### config.mk
export PLATFORM = sky130hd
export DESIGN_NAME = count_capture_fifo
export DESIGN_NICKNAME = d
export VERILOG_FILES = /design/src/rtl/count_capture_fifo_pkg.sv /design/src/rtl/count_capture_fifo_edge_detect_rise.sv /design/src/rtl/count_capture_fifo.sv
export SDC_FILE = /design/constraint.sdc
export NUM_CORES = 1
export LEC_CHECK = 0
export BUFFER_PORTS_ARGS = -buffer_cell sky130_fd_sc_hd__clkbuf_2
export CAP_MARGIN = 20
export CORE_MARGIN = 2
export CORE_UTILIZATION = 35
export DETAILED_ROUTE_END_ITERATION = 8
export SYNTH_ARGS = -nofsm -noshare
export SYNTH_HDL_FRONTEND = slang
export SYNTH_SLANG_ARGS = --single-unit
### constraint.sdc
create_clock -name clk -period 7.5 [get_ports clk]
set_input_delay 0.375 -clock clk [delete_from_list [all_inputs] [get_ports clk]]
set_output_delay 0.375 -clock clk [all_outputs]
set_load 0.01 [all_outputs]
### src/rtl/count_capture_fifo_pkg.sv
// Shared constants and helpers for count_capture_fifo and related event-capture blocks.
package count_capture_fifo_pkg;

   localparam string ARCH_BEHAVIORAL = "BEHAVIORAL";
   localparam string ARCH_VIRTEX5    = "VIRTEX5";
   localparam string ARCH_VIRTEX6    = "VIRTEX6";

   localparam int unsigned DROP_CNT_WIDTH = 16;

   function automatic int unsigned fifo_depth(input int unsigned depth_log2);
      return 32'(1) << depth_log2;
   endfunction

   function automatic int unsigned clog2_u(input int unsigned value);
      int unsigned bits;
      bits = 0;
      while ((32'(1) << bits) < value) bits = bits + 1;
      return bits;
   endfunction

endpackage

### src/rtl/count_capture_fifo_edge_detect_rise.sv
// Rising-edge detector: one-cycle pulse when sig goes 0->1; INIT sets the
// remembered level after reset so a level held through reset is not an edge.
module edge_detect_rise #(
   parameter bit INIT = 1'b1
) (
   input  logic clk,
   input  logic rst,
   input  logic sig,
   output logic rise_c
);

   logic sig_d;

   always_ff @(posedge clk) begin
      if (rst) sig_d <= INIT;
      else     sig_d <= sig;
   end

   assign rise_c = sig & ~sig_d;

endmodule

### src/rtl/count_capture_fifo.sv
// Captures count_in on each rising edge of trig into a small FWFT FIFO read as a valid/ready stream.
// Optional drop counter output enabled by macro COUNT_CAPTURE_DROP_CNT_EN.
module count_capture_fifo
   import count_capture_fifo_pkg::*;
#(
   parameter string       ARCHITECTURE = "BEHAVIORAL",
   parameter int unsigned DATA_WIDTH   = 8,
   parameter int unsigned DEPTH_LOG2   = 2
) (
   input  logic                  clk,
   input  logic                  rst,
   input  logic [DATA_WIDTH-1:0] count_in,
   input  logic                  trig,
   output logic [DATA_WIDTH-1:0] out_data,
   output logic                  out_valid,
   input  logic                  out_ready,
   output logic                  full,
   output logic                  empty,
`ifdef COUNT_CAPTURE_DROP_CNT_EN
   output logic                  overflow,
   output logic [DROP_CNT_WIDTH-1:0] drop_cnt
`else
   output logic                  overflow
`endif
);

   localparam int unsigned DEPTH = fifo_depth(DEPTH_LOG2);
   localparam int unsigned OCC_W = DEPTH_LOG2 + 1;

   // Vendor architectures map onto the behavioural implementation.
   if (ARCHITECTURE != ARCH_BEHAVIORAL) begin : g_arch_fallback
   end

   logic                  trig_rise_c;
   logic [DATA_WIDTH-1:0] mem [DEPTH];
   logic [DEPTH_LOG2-1:0] wr_ptr;
   logic [DEPTH_LOG2-1:0] rd_ptr;
   logic [OCC_W-1:0]      occ;

   logic                  pop_c;
   logic                  push_c;
   logic                  drop_c;
   logic [OCC_W-1:0]      occ_next_c;
   logic [DEPTH_LOG2-1:0] rd_next_c;
   logic [DATA_WIDTH-1:0] head_next_c;

   edge_detect_rise #(.INIT(1'b1)) u_trig_edge (
      .clk    (clk),
      .rst    (rst),
      .sig    (trig),
      .rise_c (trig_rise_c)
   );

   // A capture into a full FIFO is only accepted when the head leaves on the same edge.
   always_comb begin
      pop_c       = out_valid & out_ready;
      push_c      = trig_rise_c & (~full | pop_c);
      drop_c      = trig_rise_c & full & ~pop_c;
      occ_next_c  = occ + OCC_W'(push_c) - OCC_W'(pop_c);
      rd_next_c   = rd_ptr + DEPTH_LOG2'(pop_c);
      head_next_c = out_data;
      if (push_c && (occ == OCC_W'(pop_c))) head_next_c = count_in;
      else if (occ_next_c != '0)            head_next_c = mem[rd_next_c];
   end

   always_ff @(posedge clk) begin
      if (push_c) mem[wr_ptr] <= count_in;
   end

   always_ff @(posedge clk) begin
      if (rst) begin
         wr_ptr    <= '0;
         rd_ptr    <= '0;
         occ       <= '0;
         out_data  <= '0;
         out_valid <= 1'b0;
         full      <= 1'b0;
         empty     <= 1'b1;
      end else begin
         wr_ptr    <= wr_ptr + DEPTH_LOG2'(push_c);
         rd_ptr    <= rd_next_c;
         occ       <= occ_next_c;
         out_data  <= head_next_c;
         out_valid <= (occ_next_c != '0);
         full      <= (occ_next_c == OCC_W'(DEPTH));
         empty     <= (occ_next_c == '0);
      end
   end

`ifdef COUNT_CAPTURE_DROP_CNT_EN
   // Saturating, so once non-zero it never returns to zero and overflow stays sticky.
   always_ff @(posedge clk) begin
      if (rst) begin
         drop_cnt <= '0;
         overflow <= 1'b0;
      end else if (drop_c) begin
         overflow <= 1'b1;
         if (drop_cnt != '1) drop_cnt <= drop_cnt + DROP_CNT_WIDTH'(1);
      end
   end
`else
   always_ff @(posedge clk) begin
      if (rst)         overflow <= 1'b0;
      else if (drop_c) overflow <= 1'b1;
   end
`endif

endmodule

Word level (Yosys, flattened, before mapping)
Memory sizes are Yosys's and may differ from the RTL's.
Cells that the tools add are included.
{ "totals": {"register_bits": 20, "latch_bits": 0, "ramBits": 32, "rom_bits": 0, "input_bits": 12, "out_inout_bits": 12, "elab_cells": 33, "mem_count": 1} }
{ "op_classes": {"add_sub_neg": 4, "multipliers": 0, "div": 0, "n_lt_le_gt_ge": 0, "eq_ne": 2, "shifts": 0, "mux": 4, "bitwise": 9, "reduce_logical": 4} }
{ "memory_table": {"columns": ["name", "words", "word_bits", "rd", "rd_ports_with_merged_regs", "wr", "line", "rtl"], "rows": [
  ["mem", 4, 8, 1, 0, 1, "count_capture_fifo.sv:35", "logic [DATA_WIDTH-1:0] mem [DEPTH];"]
]} }
{ "ops": {"columns": ["operator", "count"], "rows": [
  ["$mux 8", 2],
  ["$and 1x1->1", 5],
  ["$add 2x1->2", 2],
  ["$add 3x1->3", 1],
  ["$eq 3x1->1", 1],
  ["$eq 3x3->1 const B", 1],
  ["$logic_not 3->1", 1],
  ["$not 1->1", 3],
  ["$reduce_bool 3->1", 1],
  ["$sub 3x1->3", 1],
  ["$mux 1", 2],
  ["$reduce_bool 2->1", 1],
  ["$logic_and 1x1->1", 1],
  ["$or 1x1->1", 1]
]} }

Logic depth before layout (Yosys ltp)
{ "depth": {"word_depth": 8, "mapped_depth": 12, "depth_no_buf": 11} }

Cells and area by module
A second synthesis with hierarchy kept.
{ "hier_totals": {"cells_unflattened": 140, "hier_area_um2": 2195.9} }
{ "modules_own_cells": {"columns": ["mod", "instances", "cells_each", "area_each_um2", "seq_area_each_um2"], "rows": [
  ["count_capture_fifo", 1, 137, 2163.3, 1341.3],
  ["edge_detect_rise", 1, 3, 32.5, 20.0]
]} }

Least setup slack after synthesis
Ideal clock, no wire load.
{ "synth_path": {"kind": "register to register", "startpoint": "register out_valid", "endpoint": "register out_data[3]", "setup_ns": 0.091, "arrival_ns": 2.659, "t_required_ns": 7.409, "path_slack_ns": 4.750, "stages_incl_launch_ff": 13, "period_less_slack_ns": 2.750, "cell_sequence": "dfxtp_1 -> nand2_1 -> a211o_1 -> buf_2 -> ha_1 -> inv_1 -> ha_1 -> inv_1 -> fa_1 -> xnor3_2 -> nand3b_4 -> a21o_4 -> a311oi_1"} }
{ "synth_between": {"elab_chain_len": 7, "elab_cells_between_ends": 13, "classes_between": "add/sub (3); eq/ne (1); mux (2); bitwise (3); reduce/logical (3); memory (1)"} }
{ "synth_lines": {"columns": ["item", "line", "rtl"], "rows": [
  ["start: declaration", "count_capture_fifo.sv:15", "output logic out_valid,"],
  ["start signal: assignment", "count_capture_fifo.sv:84", "out_valid <= (occ_next_c != '0);"],
  ["$and 1x1->1 *", "count_capture_fifo.sv:56", "pop_c = out_valid & out_ready;"],
  ["$or 1x1->1", "count_capture_fifo.sv:57", "push_c = trig_rise_c & (~full | pop_c);"],
  ["$and 1x1->1", "count_capture_fifo.sv:57", null],
  ["$add 3x1->3", "count_capture_fifo.sv:59", "occ_next_c = occ + OCC_W'(push_c) - OCC_W'(pop_c);"],
  ["$sub 3x1->3", "count_capture_fifo.sv:59", null],
  ["$reduce_bool 3->1", "count_capture_fifo.sv:63", "else if (occ_next_c != '0) head_next_c = mem[rd_next_c];"],
  ["$reduce_bool 2->1 (no source line)", null, null],
  ["end signal: assignment", "count_capture_fifo.sv:83", "out_data <= head_next_c;"],
  ["end: declaration", "count_capture_fifo.sv:14", "output logic [DATA_WIDTH-1:0] out_data,"]
]} }
Every way passes the cells marked *; elsewhere a longest branch is shown, timed or not. The select of a mux whose other input is x is not followed.
A chain may end at the register's enable or synchronous reset.

Worst setup path after layout
Same ends and word-level chain as after synthesis.

==> results.toml <==
[run_status]
outcome = "finished, final reports clean"

[sta]
fin_hold_ws_ns = 0.298
rsz0062_at_grt = "no"
post-route-period-util = 0.387
slew_headroom = 0.456
worst_clock_skew_ns = 0.00673
setup-violations-final = 0
final-hold-violation-count = 0
worst_pin_slew_ns = 0.812
final_max_slew_viol_count = 0
fin_tns_setup_ns = 0
clock.fmax_mhz = 345
finalCriticalPeriod_ns = 2.90

[clock_tree]
cts_setup_buffers = 0
cts_buffer_depth = 2
root_buffer = "clkbuf_8"
cts_tree = "done"
htreeDepth = 2
clock_sinks = 52
cts_resized = 0
hold_buffers = 0
cts_made_buffers = 5
clk_pin_slew_worst_paths_ns = 0.09
clock_latency_ns = 0.30

[global_route]
antenna_found_initial = 0
overflow = 0
grt_pass1_vias = 1270
grt_pass1_wl_mm = 6.70
grt_start_max_net_pins = 21
globalRouteTotalUtil = 0.125

[setup_path]
max_stage_delay_ns = 0.45
crit_path_end_kind = "register"
slowest_stage = "a211o_1"
worstSetupPathType = "reg -> reg"
cp_cell_sequence = "nand2_1 > a211o_1 > ha_1 > inv_1 > ha_1 > inv_1 > fa_1 > xnor3_2 > nand3b_4 > a21o_4 > a311oi_1"
critPathLaunch = "out_valid$_SDFF_PP0_"
worstReg2RegStart = "out_valid$_SDFF_PP0_"
cp_num_buf_inv = 2
path_delay_family = "compound AO/OA/AOI/OAI gates"
start_kind = "register"
arrival_ns = 3.11
worst-endpoint-required_ns = 7.71
cp_max_fo = 12

[power_and_ir_drop]
switching_share = 0.334
leakage_uw = 0.000901
switching_power_uw = 286
p_seq_frac = 0.427
power_density_nw_per_um2 = 349
combPwrFrac = 0.369
clockPowerShare = 0.203
p_int_uw = 568
vdd_drop_max_uv = 225

[synthesis]
synthArstFlopShare = 0
yosysTopAreaCell = "edfxtp_1"
dominantRegCellSynth = "edfxtp_1"
ys_top_cells_by_count = "edfxtp_1 (32), dfxtp_1 (20)"
synth_cell_types = 36
ys_top_cells_by_area = "edfxtp_1 (44%), dfxtp_1 (18%), mux4_1 (9.7%), a311oi_1 (3.2%), a211oi_1 (2.8%)"
synthCells = 141
yosys.area.top_type_share = 0.442
syn_area_per_cell_um2 = 15.4
syn-cell-area_um2 = 2170
yosysMostFrequentCell = "edfxtp_1"
synth_edf_count = 32
yosysWarnings = 0
seq_area_frac_synth = 0.626
synth_nets = 158
ys_ff_latch = 52

[route]
drt_wl_total_mm = 4.05
postRouteAntennaNets = 0
vias = 1267
drt_iter0_drc = 109
post-route-drc-count = 0
viasPerCell = 5.26
dr.pass1.iters = 4
wl_per_cell_um = 16.8

[hold_path]
hold_class = "in -> reg"
hp-start = "trig"

[floorplanning]
io_pins = 24
fp.dieArea_um2 = 6860
die_y_um = 82.8
start_util = 0.365
core_um2 = 5960
die_w_um = 82.8
num_rows = 28

[cells_and_area]
nets = 182
final_area_um2 = 2450
area_delta_synth_final_pct = 12.5
layout-drive-gt1-share = 0.247
diodes = 0

[placement]
gp_congestion = 0.778
numPortBuffers = 23
place_area_um2 = 2340
place.detailed.hpwl_mm = 2.73

[run]
drv_cap = 0
## power by group through the flow
stage               Clock, uW  Combinational [uW]  Sequential (uW)
floorplan                   0                 239              377
global placement            0                 304              371
detailed placement          0                 315              372
CTS                       180                 316              365
global route              192                 350              370
finish                    174                 315              365
## final timing paths
kind	end	slack [ns]	cells past startpoint
hold reg to reg	overflow$_SDFFE_PP0P_	0.54	2
setup reg to reg	out_data[3]$_SDFFE_PP0P_	4.60	11
hold / removal	u_trig_edge.sig_d$_SDFF_PP1_	0.30	2
setup / recovery	out_data[3]$_SDFFE_PP0P_	4.60	11
## layout make-up
class                           count  area [um^2]
Clock buffer                        7         97.6
Clock inverter                      1         5.00
Fill cell                         568         3510
Inverter                            7         26.3
Multi-Input combinational cell     74          732
Sequential cell                    52         1360
Tap cell                           75         93.8
Timing Repair Buffer               25          130
## metal layers
metal / GRT usage / wire length, um / vias up
met5: 0 / 0 / -
met4: 0.0343 / 61 / 0
met3: 0.0398 / 207 / 9
met2: 0.192 / 1940 / 37
met1: 0.172 / 1840 / 622
li1: - / - / 599
## sequential cells by signal, summed over array words and instances (netlist names)
name,cells
overflow,1
rd_ptr,2
out_data,8
u_trig_edge.sig_d,1
empty,1
out_valid,1
occ,3
wr_ptr,2
full,1
mem,32
## kinds of logic (layout without fill, tap and decap cells)
family,count (synthesis),in the layout,synth area share
adders and majority gates,5,5,0.0322
and+or+nand+nor,28,28,0.0771
AOI/OAI and AO/OA,30,30,0.108
buffers and inverters,15,40,0.0374
xor gates and xnor gates,3,3,0.0224
DFF,52,52,0.626
muxes,8,8,0.0967
## cells in the final DEF (no fill, tap or decap), types with 2 or more instances in the layout
cell	Yosys	layout
a311oi_1	8	8
mux4_1	8	8
inv_1	6	6
o21ai_0	8	8
nand3_1	8	8
a211oi_1	8	8
nand2_1	2	2
nor2b_1	4	4
buf_4	2	2
nor2_1	6	6
ha_1	4	4
clkbuf_8	0	5
edfxtp_1	32	32
clkbuf_2	0	23
dfxtp_1	20	20
## through the flow
step                std cells  setup slack (ns)  power [uW]   util
global placement          233              4.62         675  0.393
global route              241              4.27         912  0.411
finish                    241              4.60         854  0.411
floorplan                 141              4.75         616      -
detailed placement        233              4.54         686  0.393
CTS                       241              4.58         862  0.411
(Power assumes the default switching activity.)
